$ cat src/rtl/mem_arb_pkg.sv
// Shared types and default sizing for the memory port arbiter.
// Latency: n/a (declarations only).
// Backpressure: n/a.
package mem_arb_pkg;

  localparam int DEF_NUM_PORTS  = 2;
  localparam int DEF_ADDR_WIDTH = 16;
  localparam int DEF_DATA_WIDTH = 16;

  typedef enum logic [1:0] {
    IDLE = 2'd0,
    BUSY = 2'd1,
    RESP = 2'd2
  } arb_state_t;

  // Width of a port index; a single-port build still needs a 1-bit index.
  function automatic int idx_width(input int n);
    return (n > 1) ? $clog2(n) : 1;
  endfunction

endpackage

$ cat src/rtl/mem_port_arbiter_if.sv
// Bundle of requester-side and memory-side signals around the arbiter.
// Latency: n/a (wiring only).
// Backpressure: requests are held until req_resp; memory completes with mem_resp.
// Modports: slave = arbiter view, master = requesters + memory model view.
interface mem_port_arbiter_if
  import mem_arb_pkg::*;
#(
  parameter int NUM_PORTS  = DEF_NUM_PORTS,
  parameter int ADDR_WIDTH = DEF_ADDR_WIDTH,
  parameter int DATA_WIDTH = DEF_DATA_WIDTH,
  parameter int MASK_WIDTH = DATA_WIDTH / 8
);

  // Requester side (one lane per port).
  logic [NUM_PORTS-1:0]                  req_read;
  logic [NUM_PORTS-1:0]                  req_write;
  logic [NUM_PORTS-1:0][ADDR_WIDTH-1:0]  req_address;
  logic [NUM_PORTS-1:0][DATA_WIDTH-1:0]  req_wdata;
  logic [NUM_PORTS-1:0][MASK_WIDTH-1:0]  req_wmask;
  logic [NUM_PORTS-1:0]                  req_resp;
  logic [DATA_WIDTH-1:0]                 req_rdata;

  // Memory side (single downstream channel).
  logic                                  mem_read;
  logic                                  mem_write;
  logic [ADDR_WIDTH-1:0]                 mem_address;
  logic [DATA_WIDTH-1:0]                 mem_wdata;
  logic [MASK_WIDTH-1:0]                 mem_wmask;
  logic                                  mem_resp;
  logic [DATA_WIDTH-1:0]                 mem_rdata;

  modport slave (
    input  req_read, req_write, req_address, req_wdata, req_wmask,
    output req_resp, req_rdata,
    output mem_read, mem_write, mem_address, mem_wdata, mem_wmask,
    input  mem_resp, mem_rdata
  );

  modport master (
    output req_read, req_write, req_address, req_wdata, req_wmask,
    input  req_resp, req_rdata,
    input  mem_read, mem_write, mem_address, mem_wdata, mem_wmask,
    output mem_resp, mem_rdata
  );

endinterface

$ cat src/rtl/rr_picker.sv
// Combinational round-robin picker: first pending port after last_grant.
// Latency: 0 cycles (pure combinational).
// Backpressure: none; any_valid low means nothing to grant.
// Ports: pending (per-port request), last_grant (index) -> grant (index), any_valid.
module rr_picker
  import mem_arb_pkg::*;
#(
  parameter int NUM_PORTS = DEF_NUM_PORTS,
  parameter int IDX_W     = idx_width(NUM_PORTS)
) (
  input  logic [NUM_PORTS-1:0] pending,
  input  logic [IDX_W-1:0]     last_grant,
  output logic [IDX_W-1:0]     grant,
  output logic                 any_valid
);

  // (base + off) mod NUM_PORTS with off in 1..NUM_PORTS; one wrap is enough.
  function automatic logic [IDX_W-1:0] rot_idx(input logic [IDX_W-1:0] base, input int off);
    int sum;
    sum = int'(base) + off;
    if (sum >= NUM_PORTS) sum = sum - NUM_PORTS;
    return IDX_W'(sum);
  endfunction

  always_comb begin
    grant     = '0;
    any_valid = 1'b0;
    // Walk from the farthest offset to the nearest so the nearest pending
    // port after last_grant is the one left standing.
    for (int off = NUM_PORTS; off >= 1; off--) begin
      if (pending[rot_idx(last_grant, off)]) begin
        grant     = rot_idx(last_grant, off);
        any_valid = 1'b1;
      end
    end
  end

endmodule

$ cat src/rtl/mem_port_arbiter.sv
// Round-robin arbiter sharing one memory channel among NUM_PORTS requesters.
// Latency: grant at end of IDLE cycle t, mem strobe from t+1, req_resp the cycle after mem_resp (min 3).
// Backpressure: one transaction in flight; other ports wait with requests held until their req_resp.
// Ports: clk, rst_n (async active-low), bus (mem_port_arbiter_if.slave: req_* lanes, mem_* channel).
module mem_port_arbiter
  import mem_arb_pkg::*;
#(
  parameter int NUM_PORTS  = DEF_NUM_PORTS,
  parameter int ADDR_WIDTH = DEF_ADDR_WIDTH,
  parameter int DATA_WIDTH = DEF_DATA_WIDTH,
  parameter int MASK_WIDTH = DATA_WIDTH / 8
) (
  input  logic                clk,
  input  logic                rst_n,
  mem_port_arbiter_if.slave   bus
);

  localparam int IDX_W = idx_width(NUM_PORTS);

  arb_state_t             state_q, state_d;
  logic [IDX_W-1:0]       grant_q;
  logic [IDX_W-1:0]       last_grant_q;
  logic [IDX_W-1:0]       pick_idx;
  logic                   pick_vld;
  logic                   take_grant;
  logic [NUM_PORTS-1:0]   pending;
  logic [NUM_PORTS-1:0]   resp;

  logic                   mem_read_q;
  logic                   mem_write_q;
  logic [ADDR_WIDTH-1:0]  mem_address_q;
  logic [DATA_WIDTH-1:0]  mem_wdata_q;
  logic [MASK_WIDTH-1:0]  mem_wmask_q;
  logic [DATA_WIDTH-1:0]  rdata_q;

  assign pending = bus.req_read | bus.req_write;

  rr_picker #(
    .NUM_PORTS (NUM_PORTS),
    .IDX_W     (IDX_W)
  ) u_picker (
    .pending    (pending),
    .last_grant (last_grant_q),
    .grant      (pick_idx),
    .any_valid  (pick_vld)
  );

  // Next-state logic. mem_resp only matters in BUSY, so strays elsewhere drop out here.
  always_comb begin
    state_d    = state_q;
    take_grant = 1'b0;
    case (state_q)
      IDLE: begin
        if (pick_vld) begin
          state_d    = BUSY;
          take_grant = 1'b1;
        end
      end
      BUSY:    if (bus.mem_resp) state_d = RESP;
      RESP:    state_d = IDLE;
      default: state_d = IDLE;
    endcase
  end

  // Completion pulse is decoded from state so reset kills it immediately.
  always_comb begin
    resp = '0;
    if (state_q == RESP) resp[grant_q] = 1'b1;
  end

  always_ff @(posedge clk or negedge rst_n) begin
    if (!rst_n) begin
      state_q       <= IDLE;
      grant_q       <= '0;
      last_grant_q  <= IDX_W'(NUM_PORTS - 1);
      mem_read_q    <= 1'b0;
      mem_write_q   <= 1'b0;
      mem_address_q <= '0;
      mem_wdata_q   <= '0;
      mem_wmask_q   <= '0;
      rdata_q       <= '0;
    end else begin
      state_q <= state_d;
      if (take_grant) begin
        // Fields are captured once here and frozen for the whole BUSY phase.
        grant_q       <= pick_idx;
        last_grant_q  <= pick_idx;
        mem_write_q   <= bus.req_write[pick_idx];
        // Read+write together is treated as a write.
        mem_read_q    <= bus.req_read[pick_idx] & ~bus.req_write[pick_idx];
        mem_address_q <= bus.req_address[pick_idx];
        mem_wdata_q   <= bus.req_wdata[pick_idx];
        mem_wmask_q   <= bus.req_wmask[pick_idx];
      end else if ((state_q == BUSY) && bus.mem_resp) begin
        mem_read_q  <= 1'b0;
        mem_write_q <= 1'b0;
        if (mem_read_q) rdata_q <= bus.mem_rdata;
      end
    end
  end

  assign bus.req_resp    = resp;
  assign bus.req_rdata   = rdata_q;
  assign bus.mem_read    = mem_read_q;
  assign bus.mem_write   = mem_write_q;
  assign bus.mem_address = mem_address_q;
  assign bus.mem_wdata   = mem_wdata_q;
  assign bus.mem_wmask   = mem_wmask_q;

endmodule
$ cat src/flat_wrapper.sv
// flat-port wrapper written by rule: the top's interface ports become plain ports
module mem_port_arbiter_flat import mem_arb_pkg::*;
#(
  parameter int NUM_PORTS  = DEF_NUM_PORTS,
  parameter int ADDR_WIDTH = DEF_ADDR_WIDTH,
  parameter int DATA_WIDTH = DEF_DATA_WIDTH,
  parameter int MASK_WIDTH = DATA_WIDTH / 8
)
  (clk, rst_n, bus_req_read, bus_req_write, bus_req_address, bus_req_wdata, bus_req_wmask, bus_req_resp, bus_req_rdata, bus_mem_read, bus_mem_write, bus_mem_address, bus_mem_wdata, bus_mem_wmask, bus_mem_resp, bus_mem_rdata);
  mem_port_arbiter_if #(.NUM_PORTS(NUM_PORTS), .ADDR_WIDTH(ADDR_WIDTH), .DATA_WIDTH(DATA_WIDTH), .MASK_WIDTH(MASK_WIDTH)) bus_i ();
  input  logic clk;
  input  logic rst_n;
  input wire logic [$bits(bus_i.req_read)-1:0] bus_req_read;
  input wire logic [$bits(bus_i.req_write)-1:0] bus_req_write;
  input wire logic [$bits(bus_i.req_address)-1:0] bus_req_address;
  input wire logic [$bits(bus_i.req_wdata)-1:0] bus_req_wdata;
  input wire logic [$bits(bus_i.req_wmask)-1:0] bus_req_wmask;
  output wire logic [$bits(bus_i.req_resp)-1:0] bus_req_resp;
  output wire logic [$bits(bus_i.req_rdata)-1:0] bus_req_rdata;
  output wire logic [$bits(bus_i.mem_read)-1:0] bus_mem_read;
  output wire logic [$bits(bus_i.mem_write)-1:0] bus_mem_write;
  output wire logic [$bits(bus_i.mem_address)-1:0] bus_mem_address;
  output wire logic [$bits(bus_i.mem_wdata)-1:0] bus_mem_wdata;
  output wire logic [$bits(bus_i.mem_wmask)-1:0] bus_mem_wmask;
  input wire logic [$bits(bus_i.mem_resp)-1:0] bus_mem_resp;
  input wire logic [$bits(bus_i.mem_rdata)-1:0] bus_mem_rdata;
  assign bus_i.req_read = bus_req_read;
  assign bus_i.req_write = bus_req_write;
  assign bus_i.req_address = bus_req_address;
  assign bus_i.req_wdata = bus_req_wdata;
  assign bus_i.req_wmask = bus_req_wmask;
  assign bus_req_resp = bus_i.req_resp;
  assign bus_req_rdata = bus_i.req_rdata;
  assign bus_mem_read = bus_i.mem_read;
  assign bus_mem_write = bus_i.mem_write;
  assign bus_mem_address = bus_i.mem_address;
  assign bus_mem_wdata = bus_i.mem_wdata;
  assign bus_mem_wmask = bus_i.mem_wmask;
  assign bus_i.mem_resp = bus_mem_resp;
  assign bus_i.mem_rdata = bus_mem_rdata;
  mem_port_arbiter #(.NUM_PORTS(NUM_PORTS), .ADDR_WIDTH(ADDR_WIDTH), .DATA_WIDTH(DATA_WIDTH), .MASK_WIDTH(MASK_WIDTH)) u_core (.clk(clk), .rst_n(rst_n), .bus(bus_i));
endmodule
$ cat config.mk
export PLATFORM = sky130hd
export DESIGN_NAME = mem_port_arbiter_flat
export DESIGN_NICKNAME = d
export VERILOG_FILES = /design/src/rtl/mem_arb_pkg.sv /design/src/rtl/mem_port_arbiter_if.sv /design/src/rtl/rr_picker.sv /design/src/rtl/mem_port_arbiter.sv /design/src/flat_wrapper.sv
export SDC_FILE = /design/constraint.sdc
export NUM_CORES = 1
export LEC_CHECK = 0
export BUFFER_PORTS_ARGS = -buffer_cell sky130_fd_sc_hd__buf_4
export CAP_MARGIN = 10
export CORE_MARGIN = 5
export CORE_UTILIZATION = 45
export CTS_BUF_LIST = sky130_fd_sc_hd__clkbuf_4
export DETAILED_ROUTE_END_ITERATION = 16
export GPL_ROUTABILITY_DRIVEN = 1
export PLACE_DENSITY_LB_ADDON = 0.2
export RECOVER_POWER = 50
export SETUP_SLACK_MARGIN = 0.2
export SYNTH_ARGS = -nofsm -noshare
export SYNTH_HDL_FRONTEND = slang
export SYNTH_HIERARCHICAL = 1
export SYNTH_SLANG_ARGS = --single-unit
$ cat constraint.sdc
create_clock -name clk -period 2.1 [get_ports clk]
set_input_delay 0.105 -clock clk [delete_from_list [all_inputs] [get_ports clk]]
set_output_delay 0.105 -clock clk [all_outputs]
set_load 0.02 [all_outputs]
# Yosys cells after proc, flatten, opt, wreduce, memory -nomap -nowiden
# Index checks and enable logic that the tools add are counted.
# totals
mem_bits_ro,0
mem_count,0
ff_bits,56
input_bits,91
out_inout_bits,54
mem_bits_rw,0
latch_bits,0
# op_classes
multipliers,0
magnitude_cmp,7
n_eq_ne,4
add_sub_neg,4
mux,31
reduce_logical,6
div_mod_pow,0
bitwise_logic,4
n_shift,0
# op_table
operator,count
$mux W16,4
$mux W1,20
$mux W2,5
$lt A1 B2 Y1 const B,4
$pmux W2 S2,1
$add A1 B2 Y3 const B,1
$ge A3 B2 Y1 const B,1
$reduce_and A3 Y1,1
$add A1 B1 Y2 const B,1
$eq A2 B1 Y1 const B,1
$eq A2 B2 Y1 const B,1
$ge A2 B2 Y1 const B,1
$logic_and A1 B1 Y1,2
$logic_not A2 Y1,1
$ne A2 B1 Y1 const B,1
$ne A2 B2 Y1 const B,1
$not A1 Y1,2
$or A2 B2 Y2,1
$reduce_and A2 Y1,1
$reduce_bool A2 Y1,1
$sub A1 B1 Y1 const B,2
$and A1 B1 Y1,1
$demux W1 S1,1
$ge A1 B1 Y1 const B,1

# Longest topological paths before layout
# logic_depth
word_depth,12
depth_mapped,7

# Hierarchy
# Netlist, hierarchy kept.
# modules_own_cells
mod,seq_area_each_um2,area_per_inst_um2,n_inst,cells_per_inst
mem_port_arbiter,1402.6,2491.1,1,205
rr_picker,0.0,13.8,1,2

# Worst setup path before layout
# Ideal clock, no wire load.
# synth_path
path_type,input-to-reg
startpoint,in bus_req_write[0]
endpoint,"reg u_core.mem_address_q[10], in the netlist u_core/bus.mem_address[10]"
path_stages,6
required_time_ns,1.974
slack_ns,0.565
arrival_time_ns,1.409
cell_sequence,or2_2 a21boi_0 buf_4 buf_2 mux2i_1 a21oi_1
# synth_between
elab_chain_len,7
# synth_lines
item,line_no,text
start: declaration,flat_wrapper.sv:14,input wire logic [$bits(bus_i.req_write)-1:0] bus_req_write;
$or A2 B2 Y2 *,mem_port_arbiter.sv:36,assign pending = bus.req_read | bus.req_write;
$mux W1 (implied by the code) (2 in series),rr_picker.sv:31,"if (pending[rot_idx(last_grant, off)]) begin"
$mux W1,rr_picker.sv:31,
$mux W1 *,rr_picker.sv:31,
net u_core.pick_idx,mem_port_arbiter.sv:23,logic [IDX_W-1:0] pick_idx;
$mux W16 (implied by the code) * (2 in series),mem_port_arbiter.sv:91,mem_address_q <= bus.req_address[pick_idx];
end signal: assignment,mem_port_arbiter.sv:91,
end: declaration,mem_port_arbiter.sv:31,logic [ADDR_WIDTH-1:0] mem_address_q;
# The timed path passes the listed nets; every way through them passes the cells marked *. The select of a mux whose other input is x is not followed.
# A chain may end at the register's enable or synchronous reset.

# Final worst setup path
# layout_path
startpoint,reg u_core.state_q[0]
endpoint,"reg u_core.mem_wdata_q[15], in the netlist u_core/bus.mem_wdata[15]"
# layout_between
elab_chain_len,2
# layout_lines
item,line_no,text
start: declaration,mem_port_arbiter.sv:20,"arb_state_t state_q, state_d;"
start signal: assignment,mem_port_arbiter.sv:83,state_q <= state_d;
$logic_not A2 Y1,mem_port_arbiter.sv:52,case (state_q)
$mux W1,mem_port_arbiter.sv:52,
end signal: assignment,mem_port_arbiter.sv:92,mem_wdata_q <= bus.req_wdata[pick_idx];
end: declaration,mem_port_arbiter.sv:32,logic [DATA_WIDTH-1:0] mem_wdata_q;
# No other way between the ends.

==> results.toml <==
[setup_path]
cp_max_fo = 34
arrival_ns = 1.92
r2r_slack_ns = 0.47
setup.worst_path.class = "flop to flop"
crit_path_end_kind = "flop"
required_ns = 2.39
max_stage_delay_ns = 0.47
cpMaxStageDelayCell = "dfrtp_1"
crit_path_start_kind = "flop"
worstPathCellList = "nor3b_2 -> buf_4 -> nor2_1 -> a21oi_1"

[cts]
clk_pin_slew_ns = 0.15
cts_buffer_depth = 2
cts_resized = 0
numCtsBuffers = 5
post-cts-setup-buffers = 0
htreeDepth = 2
tritoncts = "built"
cts_root_buffer = "clkbuf_4"
cts_sinks = 56
clk_latency_ns = 0.37
postCtsHoldBufs = 18

[floorplanning]
initial_core_util_pct = 45.8
io_pins = 145
die_h_um = 84.6
die_w_um = 84.6
die-area_um2 = 7160
core_um2 = 5470
num_rows = 27

[detailed_routing]
drt-wirelength-per-cell_um = 15.2
drt_iter0_drc = 78
drc = 0
drtAntennaViolNets = 0
vias_per_cell = 4.88
drt-pass1-iter-count = 4
wl_mm = 6.70
vias = 2145

[yosys]
synthMuxAreaShare_pct = 23.6
synthesis.area_um2 = 2500
yosys_warnings = 6
synth-simple-area-share_pct = 8.24
synth_top_family_by_area = "multiplexers"
synthCells = 207
yosysSeqAreaShare_pct = 56.0
avgSynthCellArea_um2 = 12.1
ys_types = 21
yosys.area_share.adder_pct = 0
ys_seq_elements = 56
synth_nets = 298
synth-compound-area-share_pct = 8.49
yosys.area_share.xor_xnor_pct = 0

[cells_and_area]
area_growth_syn_to_layout_pct = 50.5
instances_no_fill = 440
nNetsFinal = 458
diodes = 0
final_common_cell = "buf_4"
layout_common_cells = "122 x buf_4, 55 x dfrtp_1, 37 x nor2_1"
drive_above_1_share_pct = 42.7

[sta]
hold_viol = 0
skew_ns = 0.00798
tightest_slew_ns = 1.35
slew_viol_final = 0
setup_viol_count_final = 0
rsz0062_at_grt = "false"
max_freq_ghz = 0.614
period_share_pct = 77.5
fin_tns_setup_ns = 0
maxSlewHeadroom_pct = 10.1
period_minus_slack_ns = 1.63

[pwr]
leakagePower_nw = 1.88
totalPowerFinal_w = 0.00476
p_per_area_nw_per_um2 = 1260
ir_drop_mv = 0.693

[hold_path]
worst_hold_path_type = "input pin to flop"

[global_routing]
grt_max_degree = 57
grt_usage_pct = 18.7
antenna_found_initial = 0
grt_pass1_vias = 2215
overflow = 0
grt_pass1_wl_mm = 10.8

[placement]
hpwl_mm = 5.06
port-buffer-count = 144
dp_cells = 414
globalplace.congestion = 0.743

[status]
status = "completed"

[flow_run]
drv_cap = 0
-- flip-flops by register name (all words and copies together), names as in the netlist --
signal and cells:
u_core/bus.mem_address 16, u_core/grant_q 1, u_core/bus.mem_read 1, u_core/bus.mem_wmask 2, u_core/bus.mem_write 1, u_core/bus.req_rdata 16, u_core/state_q 2, u_core/bus.mem_wdata 16
u_core/last_grant_q 1
-- power breakdown --
group,switching (W),leakage (nW),internal [W]
Clock,0.000312,0.0324,0.000124
Sequential,0.000285,0.641,0.00159
Combinational,0.00139,1.20,0.00107
Total,0.00198,1.88,0.00278
-- cell type report --
class	instances	area, µm²
multi-input cells	137	1030
fillers	457	1700
clock inverters	3	13.8
inverters	1	3.75
clock buffers	5	37.5
flip-flops and latches	56	1400
well taps	72	90.1
repair buffers	166	1190
-- logic make-up after synthesis --
| family | Yosys count |
|---|---|
| compound gates | 39 |
| buf+inv | 14 |
| flops | 56 |
| mux | 53 |
| simple gates | 45 |
-- worst max-delay path, delay by kind of cell, from the launching register on --
kind / cells / cell delay, ns
buf+inv: 1 / 0.40
flops: 1 / 0.47
simple gates: 2 / 0.54
compound gates: 1 / 0.14
-- layer usage --
| metal | up-vias | track usage, % | part of all wire, % |
|---|---|---|---|
| met2 | 74 | 32.6 | 53 |
| met5 | - | 0 | 0 |
| met1 | 1016 | 22.1 | 38 |
| met4 | 0 | 6.04 | 1.9 |
| met3 | 13 | 5.40 | 6.6 |
| li1 | 1042 | - | - |
-- final timing paths --
path	from	to	cells after the start
min in group asynchronous	rst_n	u_core/bus.mem_address[13]	2
worst max register to register	u_core/state_q[0]	u_core/bus.mem_wdata[15]	4
worst min-delay path	bus_req_wdata[3]	u_core/bus.mem_wdata[3]	3
worst min register to register	u_core/bus.req_rdata[2]	u_core/bus.req_rdata[2]	1
max in group asynchronous	rst_n	u_core/bus.mem_wdata[14]	2
worst max-delay path	u_core/state_q[0]	u_core/bus.mem_wdata[15]	4
-- cells in the mapped netlist --
cell type	number	area [µm²]
a21oi_1	34	170
a21boi_0	1	7.51
buf_4	3	22.5
or2_2	2	12.5
mux2i_1	34	340
dfstp_2	1	26.3
a22o_1	2	17.5
and3b_2	1	10.0
nor3b_1	2	15.0
and3b_4	1	12.5
mux2_4	10	150
a211oi_1	1	7.51
or2_1	1	6.26
nor2_1	37	139
a32o_1	1	10.0
buf_12	1	20.0
mux2_2	9	101
inv_1	1	3.75
dfrtp_1	55	1380
nand2_4	1	11.3
buf_2	9	45.0
-- through the flow --
stage	instance area, µm²	worst slack, ns	utilization [%]	hold slack (ns)
2_1_floorplan	2500	0.565	-	-0.191
3_3_place_gp	3630	0.541	66.4	0.200
3_5_place_dp	3630	0.493	66.4	0.199
4_1_cts	3870	0.445	70.6	0.0122
5_1_grt	3770	0.299	68.9	0.00534
6_report	3770	0.472	68.9	0.0264
Power figures use the tool's default switching activity.
